--- config.mk ---
export PLATFORM = sky130hd
export DESIGN_NAME = fetch_unit_rv32
export DESIGN_NICKNAME = d
export VERILOG_FILES = /design/src/rtl/fetch_unit_rv32.sv
export SDC_FILE = /design/constraint.sdc
export NUM_CORES = 1
export LEC_CHECK = 0
export BUFFER_PORTS_ARGS = -buffer_cell sky130_fd_sc_hd__clkbuf_2
export CORE_MARGIN = 2
export CORE_UTILIZATION = 40
export DETAILED_ROUTE_END_ITERATION = 10
export GPL_TIMING_DRIVEN = 0
export SLEW_MARGIN = 25
export SYNTH_ARGS = -nofsm -noshare
export SYNTH_HDL_FRONTEND = slang
export SYNTH_SLANG_ARGS = --single-unit
--- constraint.sdc ---
create_clock -name iCLK -period 8.4 [get_ports iCLK]
set_clock_uncertainty 0.1 [all_clocks]
set_input_delay 0.84 -clock iCLK [delete_from_list [all_inputs] [get_ports iCLK]]
set_output_delay 0.84 -clock iCLK [all_outputs]
set_load 0.05 [all_outputs]
--- src/rtl/fetch_unit_rv32.sv ---
// fetch_unit_rv32: RV32 instruction fetch stage.
// Drives the sequential fetch address to the instruction cache and keeps at
// most one request outstanding. Each cache response is paired with its PC in
// a small skid FIFO that feeds decode through a valid/stall handshake.
// A redirect from execute flushes everything and restarts fetch at the
// (word-aligned) target.

module fetch_unit_rv32 #(
  parameter logic [31:0] RESET_PC   = 32'h0000_0000,
  parameter int unsigned FIFO_DEPTH = 2
) (
  input  logic        iCLK,
  input  logic        iRST,
  output logic [31:0] oINSTADDR,
  input  logic [31:0] iINSTDATA,
  input  logic        iStallI,
  input  logic        iREDIRECT,
  input  logic [31:0] iREDIRECTPC,
  input  logic        iStallD,
  output logic        oVALID,
  output logic [31:0] oINSTR,
  output logic [31:0] oPC,
  output logic        oMISALIGN
);

  // Storage is sized for the largest legal depth; pointers wrap at FIFO_DEPTH.
  localparam int unsigned MAX_DEPTH = 4;
  localparam logic [2:0]  DEPTH     = 3'(FIFO_DEPTH);
  localparam logic [1:0]  LAST_IDX  = 2'(FIFO_DEPTH - 1);

  // Advance a FIFO pointer, wrapping after the last used entry.
  function automatic logic [1:0] ptr_inc(input logic [1:0] ptr);
    logic [1:0] nxt;
    if (ptr == LAST_IDX) begin
      nxt = 2'd0;
    end else begin
      nxt = ptr + 2'd1;
    end
    return nxt;
  endfunction

  // Fetch-side state
  logic [31:0] pc_q,       pc_d;
  logic        req_v_q,    req_v_d;
  logic [31:0] req_pc_q,   req_pc_d;
  logic        misalign_q, misalign_d;

  // FIFO bookkeeping
  logic [1:0]  rd_ptr_q,   rd_ptr_d;
  logic [1:0]  wr_ptr_q,   wr_ptr_d;
  logic [2:0]  occ_q,      occ_d;

  // FIFO storage (data path, no reset needed: occupancy qualifies it)
  logic [31:0] fifo_pc_q    [MAX_DEPTH];
  logic [31:0] fifo_instr_q [MAX_DEPTH];

  // Per-cycle handshake terms
  logic        resp_s;
  logic        deq_s;
  logic        issue_s;
  logic        wr_en_s;
  logic [2:0]  occ_next_s;
  logic [31:0] addr_sel_s;

  // Handshake terms: response capture, dequeue and credit-gated issue.
  always_comb begin
    resp_s     = req_v_q & ~iStallI;
    deq_s      = (occ_q != 3'd0) & ~iStallD;
    // deq_s implies occ_q >= 1, so this never underflows.
    occ_next_s = occ_q + {2'b00, resp_s} - {2'b00, deq_s};
    // A new request is only sent when its response is guaranteed a slot,
    // so a response can never arrive into a full FIFO.
    issue_s    = ~iREDIRECT & ~(req_v_q & ~resp_s) & (occ_next_s < DEPTH);
  end

  // Next-state logic for PC, outstanding request and FIFO pointers.
  always_comb begin
    pc_d       = pc_q;
    req_v_d    = req_v_q;
    req_pc_d   = req_pc_q;
    rd_ptr_d   = rd_ptr_q;
    wr_ptr_d   = wr_ptr_q;
    occ_d      = occ_q;
    misalign_d = 1'b0;
    wr_en_s    = 1'b0;

    if (iREDIRECT) begin
      // Flush: drop buffered entries, the outstanding request and any
      // response arriving this cycle; restart at the aligned target.
      pc_d       = {iREDIRECTPC[31:2], 2'b00};
      req_v_d    = 1'b0;
      occ_d      = 3'd0;
      rd_ptr_d   = 2'd0;
      wr_ptr_d   = 2'd0;
      misalign_d = (iREDIRECTPC[1:0] != 2'b00);
    end else begin
      occ_d = occ_next_s;

      if (resp_s) begin
        wr_en_s  = 1'b1;
        wr_ptr_d = ptr_inc(wr_ptr_q);
      end else begin
        wr_ptr_d = wr_ptr_q;
      end

      if (deq_s) begin
        rd_ptr_d = ptr_inc(rd_ptr_q);
      end else begin
        rd_ptr_d = rd_ptr_q;
      end

      if (issue_s) begin
        req_v_d  = 1'b1;
        req_pc_d = pc_q;
        pc_d     = pc_q + 32'd4;  // wraps 32'hFFFF_FFFC -> 0 naturally
      end else if (resp_s) begin
        req_v_d  = 1'b0;
      end else begin
        // Either idle or the cache stalled: keep the request as is.
        req_v_d  = req_v_q;
      end
    end
  end

  // Control registers with synchronous reset; reset beats redirect.
  always_ff @(posedge iCLK) begin
    if (iRST) begin
      pc_q       <= RESET_PC;
      req_v_q    <= 1'b0;
      req_pc_q   <= RESET_PC;
      rd_ptr_q   <= 2'd0;
      wr_ptr_q   <= 2'd0;
      occ_q      <= 3'd0;
      misalign_q <= 1'b0;
    end else begin
      pc_q       <= pc_d;
      req_v_q    <= req_v_d;
      req_pc_q   <= req_pc_d;
      rd_ptr_q   <= rd_ptr_d;
      wr_ptr_q   <= wr_ptr_d;
      occ_q      <= occ_d;
      misalign_q <= misalign_d;
    end
  end

  // FIFO write port: store the response together with the PC it belongs to.
  always_ff @(posedge iCLK) begin
    if (wr_en_s) begin
      fifo_pc_q[wr_ptr_q]    <= req_pc_q;
      fifo_instr_q[wr_ptr_q] <= iINSTDATA;
    end
  end

  // Cache address: re-present a stalled request, otherwise the next PC.
  always_comb begin
    if (req_v_q & ~resp_s) begin
      addr_sel_s = req_pc_q;
    end else begin
      addr_sel_s = pc_q;
    end
    oINSTADDR = {2'b00, addr_sel_s[31:2]};
  end

  // Decode-side outputs come straight from the FIFO head and registers.
  always_comb begin
    oVALID    = (occ_q != 3'd0);
    oPC       = fifo_pc_q[rd_ptr_q];
    oINSTR    = fifo_instr_q[rd_ptr_q];
    oMISALIGN = misalign_q;
  end

  fetch_unit_rv32_chk #(
    .FIFO_DEPTH (FIFO_DEPTH)
  ) u_chk (
    .clk (iCLK),
    .rst (iRST),
    .occ (occ_q)
  );

endmodule

// Property checker for the fetch buffer occupancy.
module fetch_unit_rv32_chk #(
  parameter int unsigned FIFO_DEPTH = 2
) (
  input logic       clk,
  input logic       rst,
  input logic [2:0] occ
);

  a_occ_bound: assert property (@(posedge clk) disable iff (rst)
                                occ <= 3'(FIFO_DEPTH));

endmodule

==> results of run 1 <==
-- registers in the layout, summed over array words and instances (netlist names), named ones only --
name          cells
rd_ptr_q          2
pc_q             30
req_v_q           1
occ_q             3
fifo_instr_q    128
wr_ptr_q          2
fifo_pc_q       120
req_pc_q         30
oMISALIGN         1
-- per-layer routing --
| layer | GRT usage | wire length, um |
|---|---|---|
| met4 | 0.0397 | 506 |
| met3 | 0.0385 | 1640 |
| met2 | 0.282 | 13200 |
| met5 | 0 | 0 |
| met1 | 0.227 | 12000 |
-- critical path, cell delays in order (launching register included) --
cell	delay (ps)
dfxtp_1	300
clkbuf_1	570
buf_2	470
mux4_2	560
clkbuf_2	280
-- cells by family (layout without fill, tap and decap cells) --
logic type,count (synthesis),in the layout
and+or+nand+nor,169,169
adders and majority gates,3,3
other,1,4
xor gates and xnor gates,28,28
muxes,95,95
AOI/OAI and AO/OA,77,77
DFF,319,319
buffers and inverters,56,303
-- cell usage after synthesis, drive strengths merged --
| cell | number |
|---|---|
| a211oi | 15 |
| a21boi | 1 |
| a21oi | 45 |
| a311oi | 3 |
| and2 | 1 |
| and3 | 3 |
| and4 | 2 |
| buf | 18 |
| clkbuf | 28 |
| conb | 1 |
| dfxtp | 71 |
| edfxtp | 248 |
| fa | 1 |
| ha | 2 |
| inv | 10 |
| mux2 | 30 |
| mux2i | 3 |
| mux4 | 62 |
| nand2 | 81 |
| nand3 | 13 |
| nand3b | 1 |
| nand4 | 5 |
| nand4bb | 1 |
| nor2 | 32 |
| nor2b | 1 |
| nor3 | 11 |
| nor3b | 1 |
| nor4 | 10 |
| nor4b | 1 |
| o211ai | 1 |
| o21ai | 6 |
| o21bai | 6 |
| or3 | 6 |
| xnor2 | 25 |
| xnor3 | 1 |
| xor2 | 2 |
-- final timing paths --
check        slack, ps  cells after the start     endpoint
max               4780                      4       oPC[3]
min                350                      2    flip-flop
max reg2reg       4960                     12  req_pc_q[8]
min reg2reg        350                      2    flip-flop
-- power by group --
part	internal [uW]	switching, uW	total (uW)
clock network	828	572	1400
logic	69.4	156	225
registers	1720	29.3	1750
total	2620	757	3380
-- metrics by stage --
| step | cell area, um2 | setup WS (ps) |
|---|---|---|
| 2_1_floorplan | 12500 | 1930 |
| 3_3_place_gp | 13800 | -2330 |
| 3_5_place_dp | 14100 | 4450 |
| 4_1_cts | 15200 | 4710 |
| 5_1_grt | 15200 | 4610 |
| 6_report | 15200 | 4780 |
-- final cells by class --
type,count,area share
flip-flops and latches,319,0.585
multi-input cells,376,0.227
repair buffers,185,0.0703
clock buffers,56,0.0671
well taps,396,0.0327
plain buffers,46,0.0135
inverters,10,0.00248
clock inverters,6,0.00198
-- layout by cell type, fill, tap and decap left out, types with 7 or more instances in the layout --
| cell type | n |
|---|---|
| dfxtp_1 | 71 |
| buf_6 | 7 |
| clkbuf_1 | 44 |
| xnor2_1 | 25 |
| inv_1 | 10 |
| nand3_1 | 10 |
| buf_4 | 18 |
| nor3_1 | 8 |
| nor2_1 | 30 |
| buf_1 | 7 |
| mux4_2 | 62 |
| edfxtp_1 | 248 |
| a211oi_1 | 15 |
| clkbuf_2 | 162 |
| nand2_1 | 81 |
| mux2_2 | 30 |
| clkbuf_16 | 37 |
| a21oi_1 | 45 |
==> impl_metrics.ini, run 1 <==
[route]
post-route-drc-count = 0
detail_route.wirelength_um = 27400
drt_iter0_drc = 349
drt.antenna.violating_nets = 0
drt-vias-per-instance = 5.11
routed-via-count = 7117
wire_per_inst_um = 19.7
first_pass_iters = 4

[worst_hold_path]
timing.hold.worst.start = rd_ptr_q[1]
holdCritPathClass = reg -> reg

[clock_network]
cts_buffer_depth = 3
tritoncts = done
number_of_buffers_inserted_during_clock_tree_synthesis = 35
post-cts-setup-buffer-count = 0
cts_root_buf = clkbuf_16
worst_skew_late_latency_ps = 500
cts.clk_slew.worst_paths_ps = 60
cts-hold-fix-buffers = 0
cts_repair_resize_count = 0
tritoncts_num_sinks = 319
cts-htree-levels = 2

[timing]
final-setup-viol-count = 0
period_share = 0.431
slew_at_the_pin_closest_to_its_max_slew_limit_ps = 751
final_hold_violations = 0
rsz0062_at_grt = no
timing.fmax_ghz = 0.276
slew_headroom = 0.499
timing.final.max_slew_violations = 0
setup_total_negative_slack_ps = 0
hold_slack_ps = 346
fin_crit_ps = 3620

[setup_path]
required_ps = 7460
crit_path_end_kind = primary output
worst-setup-path-type = reg -> out
critical_path.max_fanout = 10
critPathArrivalTime_ps = 2680
critical_path.reg2reg.startpoint = occ_q[1]
timing.critical_path.from_type = flip-flop

[pwr]
p_total_uw = 3380
power_density_nw_per_um2 = 223
power.leakage_uw = 0.00519
ir_worst_vdd_mv = 0.141

[finish]
final.fill_count = 2614
num-nets-final = 1045
postLayoutCoreUtil = 0.494
multi_input_comb_area_um2 = 3440
regArea_um2 = 8870
final_layout_size_suffix_gt1_frac = 0.354
final_cells = 1394
area_growth_pct = 21.1
n_antenna_cell = 0

[floorplan]
placementRows = 64
core_um2 = 30700
die_area_um2 = 32700
die_w_um = 181
die_h_um = 181
design.portCount = 167
floorplan.initialDensity = 0.408

[place]
placed_cells_incl_taps = 1332
dp_hpwl_um = 19000
io_buf_count = 161
place_congestion = 0.794

[logic_synthesis]
syn-cell-area_um2 = 12500
synth_top_cells_by_area = edfxtp_1 (60%), dfxtp_1 (11%), mux4_2 (11%)
synth_top_family_by_area = multiplexers
post-synth-top-area-fraction = 0.595
ys_seq_area_frac = 0.709
synthAdderAreaFrac = 0.00360
yosys_register_bits = 319
yosys-mux-area-fraction = 0.141
unique_cell_type_count_in_the_yosys_netlist = 48
syn_area_per_cell_um2 = 16.7
synth_compound_area_frac = 0.0366
synth-xor-area-share = 0.0208
yosys_warnings = 0
synthDominantAreaCellType = edfxtp_1
synth-simple-area-share = 0.0699
synth_cells = 748

[grt]
global_route_overflow = 0
via_count_of_the_first_global_routing_pass = 7386
grt_pass1_wl_um = 42800
pin_count_of_the_biggest_net_entering_global_routing = 38
grt_antenna_before_repair = 0
track_usage = 0.169

[outcome]
status = finished, final reports clean

[job]
cap_violations = 0
No activity file was read; power rests on OpenSTA's default activity.
==> run 2, diff against run 1 <==
Clock period 8.4 ns to 3.3 ns, I/O delays scaled along.
==> impl_metrics.ini, run 2 (same netlist as run 1, synthesis figures left out) <==
[outcome]
status = finished, final reports clean

[place]
place_congestion = 0.806
dp_hpwl_um = 18600
dp_worst_setup_slack_ps = -136
placed_cells_incl_taps = 1324
placed_cell_area_um2 = 14100
io_buf_count = 161

[finish]
reg.largest.list = fifo_instr_q: 128 flops, fifo_pc_q: 120 flops
regMostFlops = fifo_instr_q
largest_register_ff_count = 128
most-common-layout-cells = edfxtp_1 (248), clkbuf_2 (165), nand2_1 (81), dfxtp_1 (71), mux4_2 (62)
final.fill_count = 2602
n_antenna_cell = 0
final_layout_size_suffix_gt1_frac = 0.346
post-route-cell-area_um2 = 15700
num-nets-final = 1084
area_growth_pct = 25.5
layout.cells.most_common = edfxtp_1
final_cells = 1431

[pwr]
seq_power_share = 0.508
p_int_uw = 6820
power.share.clock = 0.421
p_sw_uw = 1960
p_comb_frac = 0.071
ir_worst_vdd_mv = 0.294
power.switching_fraction = 0.223
power.leakage_uw = 0.00542
power_density_nw_per_um2 = 559

[clock_network]
cts_buffer_depth = 3
cts_root_buf = clkbuf_16
tritoncts = done
cts-htree-levels = 2
post-cts-setup-buffer-count = 0
tritoncts_num_sinks = 319
cts.clk_slew.worst_paths_ps = 60
worst_skew_late_latency_ps = 510
number_of_buffers_inserted_during_clock_tree_synthesis = 35

[route]
drt-vias-per-instance = 5.05
detail_route.wirelength_um = 27600
post-route-drc-count = 0
drt_iter0_drc = 363
routed-via-count = 7230
wire_per_inst_um = 19.3
drt.antenna.violating_nets = 0
first_pass_iters = 5

[setup_path]
worst-setup-path-type = reg -> out
timing.critical_path.from_type = flip-flop
worstPathBufferInverterCount = 3
critical_path_cell_sequence = clkbuf_1, buf_2, mux4_2, clkbuf_2
crit_path_end_kind = primary output
critPathArrivalTime_ps = 2680
worst_path_largest_cell_delay_ps = 590
critical_path.reg2reg.startpoint = req_v_q
critical_path.top_delay_family = buffers and inverters
critical-path-slowest-cell = mux4_2
required_ps = 2870
critical_path.max_fanout = 10

[timing]
rsz0062_at_grt = yes
period_share = 0.943
setup_total_negative_slack_ps = 0
slew_at_the_pin_closest_to_its_max_slew_limit_ps = 740
fin_crit_ps = 3110
slew_headroom = 0.506
final-setup-viol-count = 0
final_hold_violations = 0
timing.fmax_ghz = 0.321
postLayoutSetupSlackWorst_ps = 189
timing.final.max_slew_violations = 0

[floorplan]
design.portCount = 167
placementRows = 64
floorplan.initialDensity = 0.408
die_w_um = 181
die_h_um = 181
core_um2 = 30700
die_area_um2 = 32700

[worst_hold_path]
holdCritPathClass = in -> reg
timing.hold.worst.start = iREDIRECTPC[10]

[grt]
track_usage = 0.171
grt_antenna_before_repair = 0
grt_pass1_wl_um = 43600
pin_count_of_the_biggest_net_entering_global_routing = 24
global_route_overflow = 0
via_count_of_the_first_global_routing_pass = 7472

[job]
cap_violations = 0
run 2: path summary, 6_finish.rpt:
| check | to | slack, ps | depth (start not counted) |
|---|---|---|---|
| setup / recovery | oPC[30] | 190 | 4 |
| hold / removal | pc_q[10] | 10 | 3 |
| setup reg to reg | pc_q[19] | 200 | 11 |
| hold reg to reg | rd_ptr_q[1] | 340 | 2 |
run 2: what timing repair did:
action,in CTS,in global routing
hold buffers,47,0
resized for setup,5,8
hold endpoints to repair,142,0
setup endpoints to repair,34,45
run 2: through the flow:
stage          utilization  hold slack [ps]  total power (uW)
2_1_floorplan            -              322              4920
3_3_place_gp         0.452              330              5110
3_5_place_dp         0.460              333              5120
4_1_cts              0.512             3.49              8890
5_1_grt              0.512             3.30              9080
6_report             0.512             10.0              8780
run 2: worst reg2reg max path: cells and delay by family (launching register included):
| kind | cells | cell delay [ps] |
|---|---|---|
| DFF | 1 | 380 |
| buffers and inverters | 2 | 250 |
| AOI/OAI and AO/OA | 2 | 540 |
| and+or+nand+nor | 3 | 790 |
| adders and majority gates | 2 | 670 |
| xor gates and xnor gates | 2 | 270 |
run 2: area by class of cell:
class	count	area, um2	share of cell area
Sequential cell	319	8870	0.565
Multi-Input combinational cell	376	3480	0.222
Timing Repair Buffer	224	1530	0.0971
Clock buffer	51	1020	0.0649
Tap cell	396	495	0.0315
Buffer	46	211	0.0135
Clock inverter	9	67.6	0.00430
Inverter	10	37.5	0.00239
run 2: power by group through the flow:
stage	clock, uW	sequential (uW)	combinational, uW
after floorplan	0	4520	395
after global placement	0	4540	568
after detailed placement	0	4540	576
after CTS	3800	4460	627
after global routing	3940	4470	671
final	3690	4460	624
run 2: layer usage:
layer | routed length (um) | track usage | vias to the layer above
met5 | 0 | 0 | -
met4 | 530 | 0.0439 | 0
met3 | 1250 | 0.0298 | 37
met2 | 13300 | 0.280 | 180
met1 | 12500 | 0.237 | 3596
li1 | - | - | 3417
==> run 3, diff against run 2 <==
Clock period 3.3 ns to 2.5 ns, I/O delays scaled along.
==> impl_metrics.ini, run 3 (same netlist as run 1, synthesis figures left out) <==
[worst_hold_path]
worst_hold_path.num_cells = 5
timing.hold.worst.start = iREDIRECT
holdCritPathClass = in -> reg
timing.hold.worst_endpoint = req_pc_q[28]

[grt]
via_count_of_the_first_global_routing_pass = 7698
track_usage = 0.177
grt_pass1_wl_um = 45100
pin_count_of_the_biggest_net_entering_global_routing = 33
grt_antenna_before_repair = 1
global_route_overflow = 0

[timing]
slew_at_the_pin_closest_to_its_max_slew_limit_ps = 814
slew_headroom = 0.458
period_share = 1.16
timing.final.max_slew_violations = 0
final_hold_violations = 0
fin_crit_ps = 2910
final-setup-viol-count = 61
postLayoutSetupSlackWorst_ps = -407
setup_total_negative_slack_ps = -19170
timing.fmax_ghz = 0.344
rsz0062_at_grt = yes

[clock_network]
number_of_buffers_inserted_during_clock_tree_synthesis = 35
worst_skew_late_latency_ps = 510
cts.clk_slew.worst_paths_ps = 60
tritoncts = done
cts_buffer_depth = 3
cts_root_buf = clkbuf_16
cts-htree-levels = 2
tritoncts_num_sinks = 319

[place]
placed_cells_incl_taps = 1325
dp_hpwl_um = 19000
dp_worst_setup_slack_ps = -666
io_buf_count = 161
place_congestion = 0.775

[route]
drt.antenna.violating_nets = 0
detail_route.wirelength_um = 29000
first_pass_iters = 5
routed-via-count = 7469
drt-vias-per-instance = 5.08
wire_per_inst_um = 19.7
drt_iter0_drc = 430
post-route-drc-count = 0

[finish]
num-nets-final = 1122
reg.largest.list = fifo_instr_q: 128 flops, fifo_pc_q: 120 flops
regMostFlops = fifo_instr_q
n_antenna_cell = 0
final_cells = 1471
layout.cells.most_common = edfxtp_1
multi_input_comb_area_um2 = 3800
final.fill_count = 2487
regArea_um2 = 8880
most-common-layout-cells = edfxtp_1 (248), clkbuf_2 (168), nand2_1 (71), dfxtp_1 (67), dlygate4sd3_1 (64)
postLayoutCoreUtil = 0.544
final_layout_size_suffix_gt1_frac = 0.405
largest_register_ff_count = 128
area_growth_pct = 33.2

[setup_path]
critical_path.top_delay_family = simple AND/OR/NAND/NOR gates
crit_path_end_kind = flip-flop
critPathArrivalTime_ps = 3230
worst_path_largest_cell_delay_ps = 500
critical_path.max_fanout = 6
required_ps = 2820
worst-setup-path-type = reg -> reg
crit_path_frequent_cell = buf_12
critical-path-slowest-cell = fa_1
crit-reg2reg-capture = pc_q[9]
reg2reg_depth = 12
timing.critical_path.from_type = flip-flop
worstPathBufferInverterCount = 3
critical_path.reg2reg.startpoint = occ_q[1]
reg2reg_slack_ps = -410
critical_path_cell_sequence = nor3_4, nor2_4, xor2_2, ha_2, inv_2, fa_1, a21boi_4, buf_12, buf_12, nand4_4, or3_1, a311oi_2

[floorplan]
placementRows = 64
die_area_um2 = 32700
core_um2 = 30700
die_h_um = 181
floorplan.initialDensity = 0.408
design.portCount = 167
die_w_um = 181

[outcome]
status = finished, violations left
violations = setup timing

[pwr]
ir_worst_vdd_mv = 0.434
power.leakage_uw = 0.00598
power_density_nw_per_um2 = 724
p_total_uw = 12100

[job]
cap_violations = 0
-- run 3: worst max-delay path by stage --
stage,start,to,slack (ps),cells after the start
finish,occ_q[1],pc_q[9],-410,12
global route,occ_q[1],pc_q[9],-550,12
CTS,occ_q[1],pc_q[9],-350,12
detailed placement,req_v_q,pc_q[30],-670,11
global placement,iREDIRECT,fifo_instr_q[3][10],-1780,3
floorplan,req_v_q,fifo_instr_q[3][0],-360,4
-- run 3: final cells by class --
class                           count  share of cell area
Clock buffer                       48              0.0592
Clock inverter                     14              0.0108
Inverter                           10             0.00225
Multi-Input combinational cell    376               0.228
Buffer                             44              0.0181
Sequential cell                   319               0.533
Tap cell                          396              0.0297
Timing Repair Buffer              264               0.119
-- run 3: power by group --
group	switching [uW]	internal, uW
combinational	597	391
sequential	104	5790
clock	2010	3180
-- run 3: metal layers --
metal / up-vias / global-route usage / wire length, um
li1: 3495 / - / -
met1: 3735 / 0.245 / 12800
met2: 198 / 0.295 / 14200
met3: 41 / 0.0304 / 1390
met4: 0 / 0.0423 / 510
met5: - / 0 / 0
-- run 3: stage by stage --
step | area (um2) | hold WS [ps]
final | 16700 | 167
after CTS | 16500 | 73.8
after detailed placement | 14400 | 337
after floorplan | 12800 | 249
after global routing | 16700 | 179
after global placement | 14100 | 332
-- run 3: worst reg2reg max path: cells and delay by family (launching register included) --
kind / cells / cell delay [ps]
AOI/OAI and AO/OA: 2 / 430
xor gates and xnor gates: 1 / 160
adders and majority gates: 2 / 700
buffers and inverters: 3 / 270
DFF: 1 / 350
and+or+nand+nor: 4 / 790
-- run 3: what timing repair did --
item,in CTS,in global routing
cloned,1,1
endpoints found under the setup margin,152,62
gates resized for setup,52,26
buffers inserted,17,3
endpoints found under the hold margin,159,0
hold buffers,64,0
pin swaps,31,15
